$ cat src/rtl/slm_msg_tx.sv
// slm_msg_tx: queues colour-detector events and streams each one as a
// 14-byte "SLM-FSU<n>-<cc>-#<TERM>" frame over a tx_start/tx_done handshake.
//
// Ports:
//   clk_3125  system clock, rising edge
//   rst       asynchronous active-high reset
//   color     detector code (0 none, 1 red, 2 green, 3 blue), level
//   tx_done   one-cycle pulse from the UART when a byte is finished
//   tx_start  one-cycle pulse launching the byte on tx_msg
//   tx_msg    byte to transmit, held until the next tx_start
//   busy      FSM not idle or event FIFO non-empty
//   fifo_full event FIFO is full
//   drop_cnt  saturating count of events lost to a full FIFO
module slm_msg_tx #(
    parameter int          NUM_FSU    = 3,
    parameter int          FIFO_DEPTH = 4,
    parameter logic [7:0]  TERM       = 8'h20
) (
    input  logic       clk_3125,
    input  logic       rst,
    input  logic [1:0] color,
    input  logic       tx_done,
    output logic       tx_start,
    output logic [7:0] tx_msg,
    output logic       busy,
    output logic       fifo_full,
    output logic [7:0] drop_cnt
);

    localparam int AW = (FIFO_DEPTH > 1) ? $clog2(FIFO_DEPTH) : 1;
    localparam int CW = $clog2(FIFO_DEPTH + 1);
    localparam logic [CW-1:0] DEPTH_C = CW'(FIFO_DEPTH);
    localparam logic [3:0] LAST_IDX = 4'd13;
    localparam logic [3:0] NUM_C = 4'(NUM_FSU);

    typedef enum logic [1:0] {
        IDLE,
        SEND,
        WAIT
    } state_t;

    state_t        state;
    logic [1:0]    color_q;
    logic [1:0]    mem [FIFO_DEPTH];
    logic [AW-1:0] wr_ptr;
    logic [AW-1:0] rd_ptr;
    logic [CW-1:0] count;
    logic [1:0]    code_l;
    logic [3:0]    digit_l;
    logic [3:0]    fsu_idx;
    logic [3:0]    idx;
    logic          event_det;
    logic          pop;
    logic          push;
    logic [7:0]    frame_char;

    // A held colour fires once; a change to 0 never fires.
    assign event_det = (color != 2'd0) && (color != color_q);
    assign pop       = (state == IDLE) && (count != '0);
    assign fifo_full = (count == DEPTH_C);
    // A same-cycle pop frees a slot, so a full FIFO can still accept.
    assign push      = event_det && (!fifo_full || pop);
    assign busy      = (state != IDLE) || (count != '0);

    always_ff @(posedge clk_3125 or posedge rst) begin
        if (rst) begin
            color_q  <= 2'd0;
            wr_ptr   <= '0;
            rd_ptr   <= '0;
            count    <= '0;
            drop_cnt <= 8'h00;
        end else begin
            color_q <= color;
            if (push)
                wr_ptr <= wr_ptr + AW'(1);
            if (pop)
                rd_ptr <= rd_ptr + AW'(1);
            if (push && !pop)
                count <= count + CW'(1);
            else if (pop && !push)
                count <= count - CW'(1);
            if (event_det && !push && drop_cnt != 8'hFF)
                drop_cnt <= drop_cnt + 8'd1;
        end
    end

    always_ff @(posedge clk_3125) begin
        if (push)
            mem[wr_ptr] <= color;
    end

    always_comb begin
        frame_char = 8'h00;
        case (idx)
            4'd0:    frame_char = 8'h53;
            4'd1:    frame_char = 8'h4C;
            4'd2:    frame_char = 8'h4D;
            4'd3:    frame_char = 8'h2D;
            4'd4:    frame_char = 8'h46;
            4'd5:    frame_char = 8'h53;
            4'd6:    frame_char = 8'h55;
            4'd7:    frame_char = 8'h30 + {4'b0000, digit_l};
            4'd8:    frame_char = 8'h2D;
            4'd9:    frame_char = (code_l == 2'd2) ? 8'h41 : 8'h49;
            4'd10:   frame_char = (code_l == 2'd1) ? 8'h4D : 8'h53;
            4'd11:   frame_char = 8'h2D;
            4'd12:   frame_char = 8'h23;
            4'd13:   frame_char = TERM;
            default: frame_char = 8'h00;
        endcase
    end

    always_ff @(posedge clk_3125 or posedge rst) begin
        if (rst) begin
            state    <= IDLE;
            tx_start <= 1'b0;
            tx_msg   <= 8'h00;
            idx      <= 4'd0;
            code_l   <= 2'd0;
            digit_l  <= 4'd1;
            fsu_idx  <= 4'd1;
        end else begin
            case (state)
                IDLE: begin
                    tx_start <= 1'b0;
                    if (pop) begin
                        code_l  <= mem[rd_ptr];
                        digit_l <= fsu_idx;
                        idx     <= 4'd0;
                        state   <= SEND;
                    end
                end
                SEND: begin
                    tx_msg   <= frame_char;
                    tx_start <= 1'b1;
                    state    <= WAIT;
                end
                WAIT: begin
                    tx_start <= 1'b0;
                    if (tx_done) begin
                        if (idx == LAST_IDX) begin
                            state <= IDLE;
                            if (fsu_idx >= NUM_C)
                                fsu_idx <= 4'd1;
                            else
                                fsu_idx <= fsu_idx + 4'd1;
                        end else begin
                            idx   <= idx + 4'd1;
                            state <= SEND;
                        end
                    end
                end
                default: begin
                    tx_start <= 1'b0;
                    state    <= IDLE;
                end
            endcase
        end
    end

endmodule

$ cat config.mk
export PLATFORM = sky130hd
export DESIGN_NAME = slm_msg_tx
export DESIGN_NICKNAME = d
export VERILOG_FILES = /design/src/rtl/slm_msg_tx.sv
export SDC_FILE = /design/constraint.sdc
export NUM_CORES = 1
export LEC_CHECK = 0
export ABC_AREA = 1
export CAP_MARGIN = 10
export CORE_MARGIN = 2
export CORE_UTILIZATION = 57
export CTS_CLUSTER_SIZE = 20
export DETAILED_ROUTE_END_ITERATION = 12
export PLACE_DENSITY_LB_ADDON = 0.05
export SETUP_SLACK_MARGIN = 0.2
export SLEW_MARGIN = 10
export SYNTH_ARGS = -nofsm -noshare
export SYNTH_HDL_FRONTEND = slang
export SYNTH_SLANG_ARGS = --single-unit
export TNS_END_PERCENT = 1
$ cat constraint.sdc
create_clock -name clk_3125 -period 2.5 [get_ports clk_3125]
set_clock_uncertainty 0.2 [all_clocks]
set_input_delay 0.5 -clock clk_3125 [delete_from_list [all_inputs] [get_ports clk_3125]]
set_output_delay 0.5 -clock clk_3125 [all_outputs]
set_load 0.01 [all_outputs]
==> out/qor.yml <==
run_status:
  status: "finished clean"
clock_tree:
  htree_levels: 2
  cts_buffer_depth: 2
  cts.clk_slew.worst_paths_ns: 0.09
  numCtsBuffers: 5
  tritoncts: "done"
  worstSkewPairLatency_ns: 0.30
  cts.sinks: 49
  cts-root-buf: "clkbuf_8"
finish:
  drive_gt1_share_pct: 11.9
  final_area_mm2: 0.00306
  final_core_util_pct: 69.2
  fin_nets: 370
  layout_common_cells: "nand2_1, dfrtp_1, inv_1"
  diodes: 0
  area_growth_pct: 15.8
  mostFrequentLayoutCell: "nand2_1"
run:
  maxCapViolCount: 0
timing:
  drv_slew: 0
  worst_pin_slew_ns: 0.511
  hold_violations: 0
  period_needed_ns: 2.22
  setup_ws_ns: 0.283
  grt_setup_unrepaired: "no"
  hold_slack_ns: 0.293
  relSlewSlack_pct: 65.9
  max_freq_ghz: 0.451
  finalCritPeriodShare_pct: 88.7
  finalSetupViolations: 0
synth:
  ys_warn_count: 0
  syn_inst: 319
  syn_area_mm2: 0.00264
  syn_area_per_cell_um2: 8.27
  syn-num-nets: 336
  synth-seq-cells: 49
  synth.yosys.seq_area_share_pct: 48.1
  synth_cell_types: 31
grt:
  gr-total-overflow: 0
  antenna_found_initial: 0
  grt_max_degree: 42
  grt.total_usage_pct: 20.5
  grt_pass1_wl_mm: 8.21
  grt_pass1_vias: 1899
route:
  first_pass_iters: 7
  vias: 2029
  drtIter0Drc: 90
  drc_errors: 0
  wl_per_cell_um: 11.9
  drt_wl_total_mm: 4.84
  viasPerCell: 5.00
  ant_nets: 0
die:
  dieArea_mm2: 0.00519
  die_x_um: 72.0
  core_area_mm2: 0.00441
  rows: 24
  die_h_um: 72.0
  start_util_pct: 59.8
  io_pins: 24
power_and_ir_drop:
  cell_internal_pwr_mw: 1.90
  finalPower_mw: 3.14
  p_switching_mw: 1.24
  leakagePower_nw: 1.51
  pwr-share-seq_pct: 41.2
  max-vdd-ir-drop_mv: 0.675
  pwr-share-comb_pct: 44.6
  pwr_density_cell_mw_per_mm2: 1030
  sw_frac_of_total_pct: 39.5
  power_frac_clock_pct: 14.3
worst_setup_path:
  start_kind: "flip-flop"
  worst_ep_required_time_ns: 1.80
  path_max_fanout: 3
  crit_arrival_ns: 1.52
  crit_path_end_kind: "primary output"
  critical_path_class: "reg -> out"
worst_hold_path:
  worstHoldPathType: "reg -> reg"
placement:
  pre_cts_slack_ns: -0.208
  placed_area_mm2: 0.00292
  dp_hpwl_mm: 3.45
  io_buffers: 22
  globalplace.congestion: 0.917
[area by class of cell]
| class | instances | area, µm² |
|---|---|---|
| clock buffers | 6 | 72.6 |
| clock inverters | 2 | 10.0 |
| fillers | 346 | 1360 |
| inverters | 40 | 153 |
| multi-input cells | 224 | 1180 |
| flip-flops and latches | 49 | 1270 |
| well taps | 52 | 65.1 |
| repair buffers | 33 | 304 |
[path summary, 6_finish.rpt]
check | endpoint | cells after the start | from | slack (ns)
setup / recovery | fifo_full | 4 | count[0]$_DFFE_PP0P_ | 0.28
hold / removal | tx_msg[0]$_DFFE_PP0P_ | 2 | tx_msg[0]$_DFFE_PP0P_ | 0.29
setup reg to reg | count[1]$_DFFE_PP0P_ | 10 | count[0]$_DFFE_PP0P_ | 0.30
hold reg to reg | tx_msg[0]$_DFFE_PP0P_ | 2 | tx_msg[0]$_DFFE_PP0P_ | 0.29
max in group asynchronous | count[1]$_DFFE_PP0P_ | 3 | rst | 1.27
min in group asynchronous | drop_cnt[5]$_DFFE_PP0P_ | 3 | rst | 0.45
[routing by layer]
| metal | GRT usage (%) | share of wire [%] |
|---|---|---|
| met1 | 25.5 | 46 |
| met2 | 35.6 | 51 |
| met3 | 4.31 | 2.3 |
| met4 | 6.71 | 1.0 |
| met5 | 0 | 0 |
[critical path, cell delays in order (launching register included)]
cell and delay [ns]:
dfrtp_2 0.43, nor2_4 0.13, nand2_2 0.08, inv_1 0.06, clkdlybuf4s50_1 0.52
[sequential cells by signal, summed over array words and instances (netlist names), 3 cells and up]
name      count
count         3
digit_l       4
drop_cnt      8
fsu_idx       4
idx           4
mem           8
tx_msg        7
[power groups by stage]
stage / Sequential (mW) / Clock, mW / Combinational [mW]
floorplan: 1.30 / 0 / 0.907
global placement: 1.30 / 0 / 1.28
detailed placement: 1.31 / 0 / 1.31
CTS: 1.29 / 0.456 / 1.33
global route: 1.32 / 0.492 / 1.59
finish: 1.29 / 0.448 / 1.40
[what timing repair did]
item	in CTS	in global routing
hold buffers	0	0
setup endpoints to repair	3	4
buffers inserted	0	5
pin swaps	0	1
resized for setup	4	7
[cell usage after synthesis, drive strengths merged]
cell type,count,area [µm²]
inv,39,149
ha,11,138
clkinv,1,3.75
a21oi,2,21.3
nand3,23,115
conb,1,3.75
edfxtp,8,240
o21bai,2,15.0
nand2,105,428
nor2,39,181
fa,1,20.0
nand4,4,25.0
nand3b,3,22.5
mux2,1,11.3
xor2,4,35.0
o21ai,24,120
dfstp,2,52.6
xnor2,4,35.0
buf,6,46.3
dfrtp,39,976
[per-stage QoR]
stage	setup TNS, ns	std cells
after detailed placement	-0.330	393
after CTS	0	401
after floorplan	0	319
after global placement	-0.214	393
after global routing	0	406
final	0	406
[cells by family after synthesis]
kind of cell	share of synthesized area [%]
AOI/OAI and AO/OA	5.93
xor gates and xnor gates	2.66
and+or+nand+nor	29.3
adders and majority gates	5.97
muxes	0.427
DFF	48.1
other	0.142
buffers and inverters	7.54
Note: power is estimated with default switching activity, not from simulation.
